<file path="src/rtl/line_refill_ctrl.sv">
// line_refill_ctrl: instruction-cache line refill engine.
// Issues NrWordsPerLine single-word reads on the 32-bit memory bus, assembles
// the line and hands it back to the cache with a one-cycle valid pulse.
// Optional feature macro REFILL_TIMEOUT_EN: abort a fill whose bus phase
// waits TimeoutCycles cycles, pulsing err_o; without it err_o is tied 0.
module line_refill_ctrl #(
  parameter int unsigned NrWordsPerLine = 4,
  parameter int unsigned LineSize       = 32 * NrWordsPerLine,
  parameter int unsigned TimeoutCycles  = 256
) (
  input  logic                clk_i,
  input  logic                rstn_i,
  input  logic [31:0]         req_addr_i,
  input  logic                req_en_i,
  output logic                line_valid_o,
  output logic [LineSize-1:0] line_data_o,
  output logic                bus_req_o,
  output logic [31:0]         bus_addr_o,
  input  logic                bus_gnt_i,
  input  logic                bus_rvalid_i,
  input  logic [31:0]         bus_rdata_i,
  output logic                err_o
);

  localparam int unsigned CntW = (NrWordsPerLine > 1) ? $clog2(NrWordsPerLine) : 1;
  localparam int unsigned OffW = CntW + 2;

  typedef enum logic [1:0] {IDLE, REQ, WAIT, DONE} state_e;

  state_e              state_q;
  logic [CntW-1:0]     cnt_q;
  logic [CntW-1:0]     cnt_nxt;
  logic [31:0]         base_q;
  logic [31:0]         req_base;
  logic [LineSize-1:0] buf_q;
  logic                unused_addr_bits;

  assign req_base         = {req_addr_i[31:OffW], {OffW{1'b0}}};
  assign cnt_nxt          = cnt_q + 1'b1;
  assign unused_addr_bits = ^req_addr_i[OffW-1:0];
  assign line_data_o      = buf_q;

  // The DONE-cycle check must see the cache's current request, so the pulse
  // is decoded from the registered state and the live request inputs.
  assign line_valid_o = (state_q == DONE) && req_en_i &&
                        (req_addr_i[31:OffW] == base_q[31:OffW]);

`ifdef REFILL_TIMEOUT_EN
  localparam int unsigned TmoW = $clog2(TimeoutCycles + 1);

  logic [TmoW-1:0] tmo_q;
  logic            tmo_hit;
  logic            progress;

  // Last waiting cycle: the counter reaches TimeoutCycles at this edge.
  assign tmo_hit  = (tmo_q == TmoW'(TimeoutCycles - 1));
  assign progress = ((state_q == REQ)  && bus_gnt_i) ||
                    ((state_q == WAIT) && bus_rvalid_i);

  // Cycles spent waiting in the current bus phase; restarts on every phase entry.
  always_ff @(posedge clk_i or negedge rstn_i) begin
    if (!rstn_i) begin
      tmo_q <= '0;
    end else if ((state_q != REQ && state_q != WAIT) || progress || tmo_hit) begin
      tmo_q <= '0;
    end else begin
      tmo_q <= tmo_q + 1'b1;
    end
  end
`else
  localparam int unsigned unused_tmo_cycles = TimeoutCycles;

  assign err_o = 1'b0;
`endif

  // Refill sequencer: request each word, capture its data, report the line.
  always_ff @(posedge clk_i or negedge rstn_i) begin
    if (!rstn_i) begin
      state_q    <= IDLE;
      cnt_q      <= '0;
      base_q     <= '0;
      buf_q      <= '0;
      bus_req_o  <= 1'b0;
      bus_addr_o <= '0;
`ifdef REFILL_TIMEOUT_EN
      err_o      <= 1'b0;
`endif
    end else begin
`ifdef REFILL_TIMEOUT_EN
      err_o <= 1'b0;
`endif
      case (state_q)
        IDLE: begin
          if (req_en_i) begin
            base_q     <= req_base;
            cnt_q      <= '0;
            bus_addr_o <= req_base;
            bus_req_o  <= 1'b1;
            state_q    <= REQ;
          end
        end
        REQ: begin
          if (bus_gnt_i) begin
            bus_req_o <= 1'b0;
            state_q   <= WAIT;
          end
`ifdef REFILL_TIMEOUT_EN
          else if (tmo_hit) begin
            bus_req_o <= 1'b0;
            err_o     <= 1'b1;
            state_q   <= IDLE;
          end
`endif
        end
        WAIT: begin
          if (bus_rvalid_i) begin
            buf_q[32*cnt_q +: 32] <= bus_rdata_i;
            if (cnt_q == CntW'(NrWordsPerLine - 1)) begin
              state_q <= DONE;
            end else begin
              cnt_q      <= cnt_nxt;
              bus_addr_o <= base_q + {{(30 - CntW){1'b0}}, cnt_nxt, 2'b00};
              bus_req_o  <= 1'b1;
              state_q    <= REQ;
            end
          end
`ifdef REFILL_TIMEOUT_EN
          else if (tmo_hit) begin
            err_o   <= 1'b1;
            state_q <= IDLE;
          end
`endif
        end
        DONE: begin
          state_q <= IDLE;
        end
        default: begin
          state_q <= IDLE;
        end
      endcase
    end
  end

endmodule
</file>
<file path="config.mk">
export PLATFORM = sky130hd
export DESIGN_NAME = line_refill_ctrl
export DESIGN_NICKNAME = d
export VERILOG_FILES = /design/src/rtl/line_refill_ctrl.sv
export SDC_FILE = /design/constraint.sdc
export NUM_CORES = 1
export LEC_CHECK = 0
export CORE_MARGIN = 2
export CORE_UTILIZATION = 28
export DETAILED_ROUTE_END_ITERATION = 7
export REMOVE_ABC_BUFFERS = 1
export SLEW_MARGIN = 10
export SYNTH_ARGS = -nofsm -noshare
export SYNTH_HDL_FRONTEND = slang
export SYNTH_SLANG_ARGS = --single-unit
</file>
<file path="constraint.sdc">
create_clock -name clk_i -period 1.96 [get_ports clk_i]
set_input_delay 0.392 -clock clk_i [delete_from_list [all_inputs] [get_ports clk_i]]
set_output_delay 0.392 -clock clk_i [all_outputs]
set_load 0.05 [all_outputs]
</file>
* Yosys cells after proc, flatten, opt, wreduce, memory -nomap -nowiden
Index checks and enable logic that the tools add are counted.
Operators by class: multiply operators 0, shift-type cells 2, equality and inequality tests 9, reduce and logical (&&, ||, !) cells 10, bitwise operators 0, multiplexer cells 19, order comparisons 0, divide/modulo/power cells 0, $add $sub $neg 3
Operators with widths (count):
- 128-bit bitwise mux | 1
- 32-bit by 34-bit variable shift with 128-bit output (first input constant) | 1
- 32-bit by 34-bit variable part select with 128-bit output | 1
- 32-bit two-way mux | 3
- 32-bit case mux with 2 select lines | 1
- 7-bit negator with 34-bit output | 1
- 32-bit by 4-bit adder with 32-bit output | 1
- 28-bit equality test | 1
- 2-bit two-way mux | 7
- 2-bit inequality test (second input constant) | 4
- 2-bit case mux with 4 select lines | 1
- 2-bit equality test (second input constant) | 3
- 5-bit AND reduction | 1
- 1-bit two-way mux | 4
- 2-bit case mux with 2 select lines | 1
- 2-bit AND reduction | 2
- 4-bit AND reduction | 1
- 1-bit case mux with 3 select lines | 1
- 3-bit AND reduction | 1
- 3-bit nonzero test | 1
- 2-bit by 1-bit adder with 2-bit output (second input constant) | 1
- 2-bit by 1-bit equality test with 1-bit output (second input constant) | 1
- 1-bit logical AND | 2
- 2-bit logical NOT | 1
- 2-bit nonzero test | 1
Storage, ports and cells: ROM bits 0, RAM bits 0, latch bits 0, memories kept 0, logic and storage cells 49, bits in registers 193

* Logic depth before layout (Yosys ltp)
word-level depth 5, gate-level depth with buffers 7

* Least setup slack after synthesis
No wires, ideal clock.
path kind in2out, start point input req_addr_i[16], end point output line_valid_o, arrival time 2.006 ns, path buffers 0, required time 1.568 ns, cell stages on the path 4, slack -0.438 ns, cell sequence xnor2_1 -> nand4_1 -> or4_1 -> nor4_2
Between the ends: longest elaborated chain between the ends 2
RTL lines:
- from (decl) | line 13 | input logic [31:0] req_addr_i,
- 28-bit equality test | line 46 | (req_addr_i[31:OffW] == base_q[31:OffW]);
- 1-bit logical AND | line 45 | assign line_valid_o = (state_q == DONE) && req_en_i &&
- to (decl) | line 15 | output logic line_valid_o,
Every way passes these cells.

* Worst setup path after layout
start point register base_q[21], end point output line_valid_o
Between the ends: longest elaborated chain between the ends 2
RTL lines:
- from (decl) | line 33 | logic [31:0] base_q;
- from (signal assigned) | line 95 | base_q <= req_base;
- 28-bit equality test | line 46
- 1-bit logical AND | line 45
Every way passes these cells.

==> flow_summary.ini <==
[logic_synthesis]
synth_cell_type_count = 32
syn_area_sq_um = 8140
seq_area_frac_synth = 0.581
ys_warn_count = 0
synth_seq_cells = 189
syn_area_per_cell_sq_um = 10.0
syn_inst = 812

[power_and_ir_drop]
p_total_mw = 16.3
switching_share = 0.438
combinationalPowerShare = 0.447
switching_power_mw = 7.13
p_per_area_nw_per_um2 = 1400
intPower_mw = 9.13
vdd.ir_drop.worst_mv = 0.830
p_leak_nw = 5.37
p_seq_frac = 0.342
p_clk_frac = 0.211

[finish]
drive_gt1_frac = 0.179
final_cell_mix = 290 x nand2_1, 189 x dfrtp_1, 128 x o21ai_1
final_cells = 1462
final_util = 0.405
syn2layout_area_growth_pct = 42.4
final_common_cell = nand2_1
fin_nets = 1139
antennaDiodeCount = 0

[die]
core_area_sq_um = 28600
fp.dieH_microns = 174
start_util = 0.284
die_x_microns = 174
dieArea_sq_um = 30400
placementRows = 62
io_pins = 232

[sta]
fin_crit_ns = 2.53
fin_hold_ws_ns = 0.328
finalMaxSlewViolations = 0
rsz0062_at_grt = true
tightest_slew_ns = 0.551
fin_crit_sh = 1.29
hold_viol = 0
fin_worst_skew_ns = 0.0213
fmax_mhz = 396
setup_slack_ns = -0.567
slew_headroom = 0.634
setup-violations-final = 1

[worst_hold_path]
hold_path_startpoint = req_addr_i[15]
holdPathEnd = base_q[15]
hold_class = in -> reg
min_path_cells = 2

[placement]
io_buffers = 224
dp_hpwl_mm = 16.7
gp_congestion = 0.772
dp_slack_ns = -0.640
dpl.cell_count = 1427

[global_route]
grt_pass1_vias = 6461
overflow = 0
grt_util_all_layers = 0.159
grt_pass1_wl_mm = 37.8
grt_max_degree = 65
antenna_found_initial = 0

[clock_network]
clockBufferDepth = 2
cts_root_buf = clkbuf_16
htree_num_levels = 4
path_clk_slew_ns = 0.07
clk_latency_ns = 0.44
cts_tree = yes
cts_buffers = 17
cts.sink_count = 189

[critical_path]
critPathKind = reg -> out
slowest_delay_ns = 0.57
cp.required_ns = 1.57
cp.arrival_ns = 2.14
reg2reg_depth = 6
r2r-start = cnt_q[0]
cp-end-kind = output pin
cp_slowest_cell = or4_4
reg2reg_slack_ns = 0.21
timing.rr.end = line_data_o[0]
cp_max_fo = 2
path_cells = xnor2_2 > nand4_1 > or4_4 > nor4_4 > buf_4 > buf_12
worstSetupStartpointType = register

[detailed_routing]
wl_per_cell_microns = 16.1
drc = 0
drtAntennaViolNets = 0
drtIter0Drc = 314
via_per_inst = 4.38
vias = 6398
drt_wl_total_mm = 23.5
firstDrtPassIters = 4

[status]
status = finished, violations left
violations = setup timing

[run]
max_cap_violations = 0
-- power by group through the flow --
stage | combinational, mW | sequential (mW) | clock, mW
3_3_place_gp | 7.49 | 5.62 | 0
6_report | 7.27 | 5.56 | 3.42
5_1_grt | 7.84 | 5.71 | 3.69
2_1_floorplan | 2.32 | 7.85 | 0
3_5_place_dp | 7.59 | 5.64 | 0
4_1_cts | 7.35 | 5.56 | 3.55
-- cell families after synthesis --
group,after synthesis,share of synthesized area
adder cells (fa/ha/maj),5,0.00769
multiplexers,57,0.0744
XOR/XNOR,28,0.0301
other,1,0.000461
flip-flops,189,0.581
AO/OA/AOI/OAI,164,0.103
buffers and inverters,57,0.0423
AND/OR/NAND/NOR,311,0.160
-- repair_timing --
item,CTS,global route
endpoints found under the setup margin,105,1
hold buffers,1,0
resized for setup,108,4
endpoints found under the hold margin,18,0
buffers inserted,1,1
pin swaps,1,2
-- stage by stage --
stage / TNS (ns) / instance area, sq um
3_5_place_dp: -1.42 / 11100
3_3_place_gp: -0.923 / 11100
6_report: -0.567 / 11600
2_1_floorplan: -176.50 / 7820
5_1_grt: -0.669 / 11600
4_1_cts: -0.595 / 11600
-- sequential cells by signal, indices dropped and copies added (netlist names) --
register	count
base_q	28
bus_addr_o	29
bus_req_o	1
cnt_q	1
line_data_o	128
state_q	2
-- worst max-delay path: cells and delay by family (launching register included) --
family	cells	cell delay [ns]
AND/OR/NAND/NOR	3	0.82
XOR/XNOR	1	0.17
buffers and inverters	2	0.29
flip-flops	1	0.43
-- cells in the mapped netlist --
cell	number	area share
o21ai_0	31	0.019
nor2b_1	1	0.00077
xnor2_1	24	0.026
clkbuf_1	5	0.0023
xor2_1	4	0.0043
buf_2	34	0.021
a21oi_4	1	0.0020
nand3_4	4	0.0086
buf_8	2	0.0037
ha_1	5	0.0077
nand2_1	290	0.13
inv_2	1	0.00046
inv_1	3	0.0014
conb_1	1	0.00046
o22a_1	1	0.0011
o21a_1	1	0.00092
or4_1	1	0.00092
clkbuf_2	1	0.00061
o2bb2ai_1	1	0.0011
dfrtp_1	189	0.58
nor3b_2	4	0.0062
nor2b_2	1	0.0011
buf_6	6	0.0083
nand4_1	7	0.0054
a21oi_1	1	0.00061
nor4_2	1	0.0015
nor4_1	1	0.00077
buf_4	5	0.0046
mux2i_1	29	0.036
mux2_2	28	0.039
nor3_2	1	0.0012
o21ai_1	128	0.079
-- metal layers --
layer / wire length (microns) / track usage / vias up
li1: - / - / 3178
met3: 2440 / 0.0643 / 9
met5: 0 / 0 / -
met1: 10600 / 0.209 / 3009
met2: 10400 / 0.249 / 202
met4: 126 / 0.0333 / 0
-- area by class of cell --
type | instances | area [sq um]
Tap cell | 384 | 480
Inverter | 4 | 15.0
Clock inverter | 13 | 124
Clock buffer | 19 | 453
Sequential cell | 189 | 4730
Multi-Input combinational cell | 568 | 3130
Fill cell | 2837 | 17000
Timing Repair Buffer | 285 | 2650
-- worst max-delay path by stage --
| stage | from | to | slack (ns) | depth (start not counted) |
|---|---|---|---|---|
| 2_1_floorplan | state_q[1] | line_data_o[0] | -1.09 | 4 |
| 3_3_place_gp | req_addr_i[16] | line_valid_o | -0.61 | 7 |
| 3_5_place_dp | req_addr_i[4] | line_valid_o | -0.64 | 7 |
| 4_1_cts | base_q[16] | line_valid_o | -0.59 | 6 |
| 5_1_grt | base_q[21] | line_valid_o | -0.67 | 6 |
| 6_report | base_q[21] | line_valid_o | -0.57 | 6 |
No activity file was read; power rests on OpenSTA's default activity.
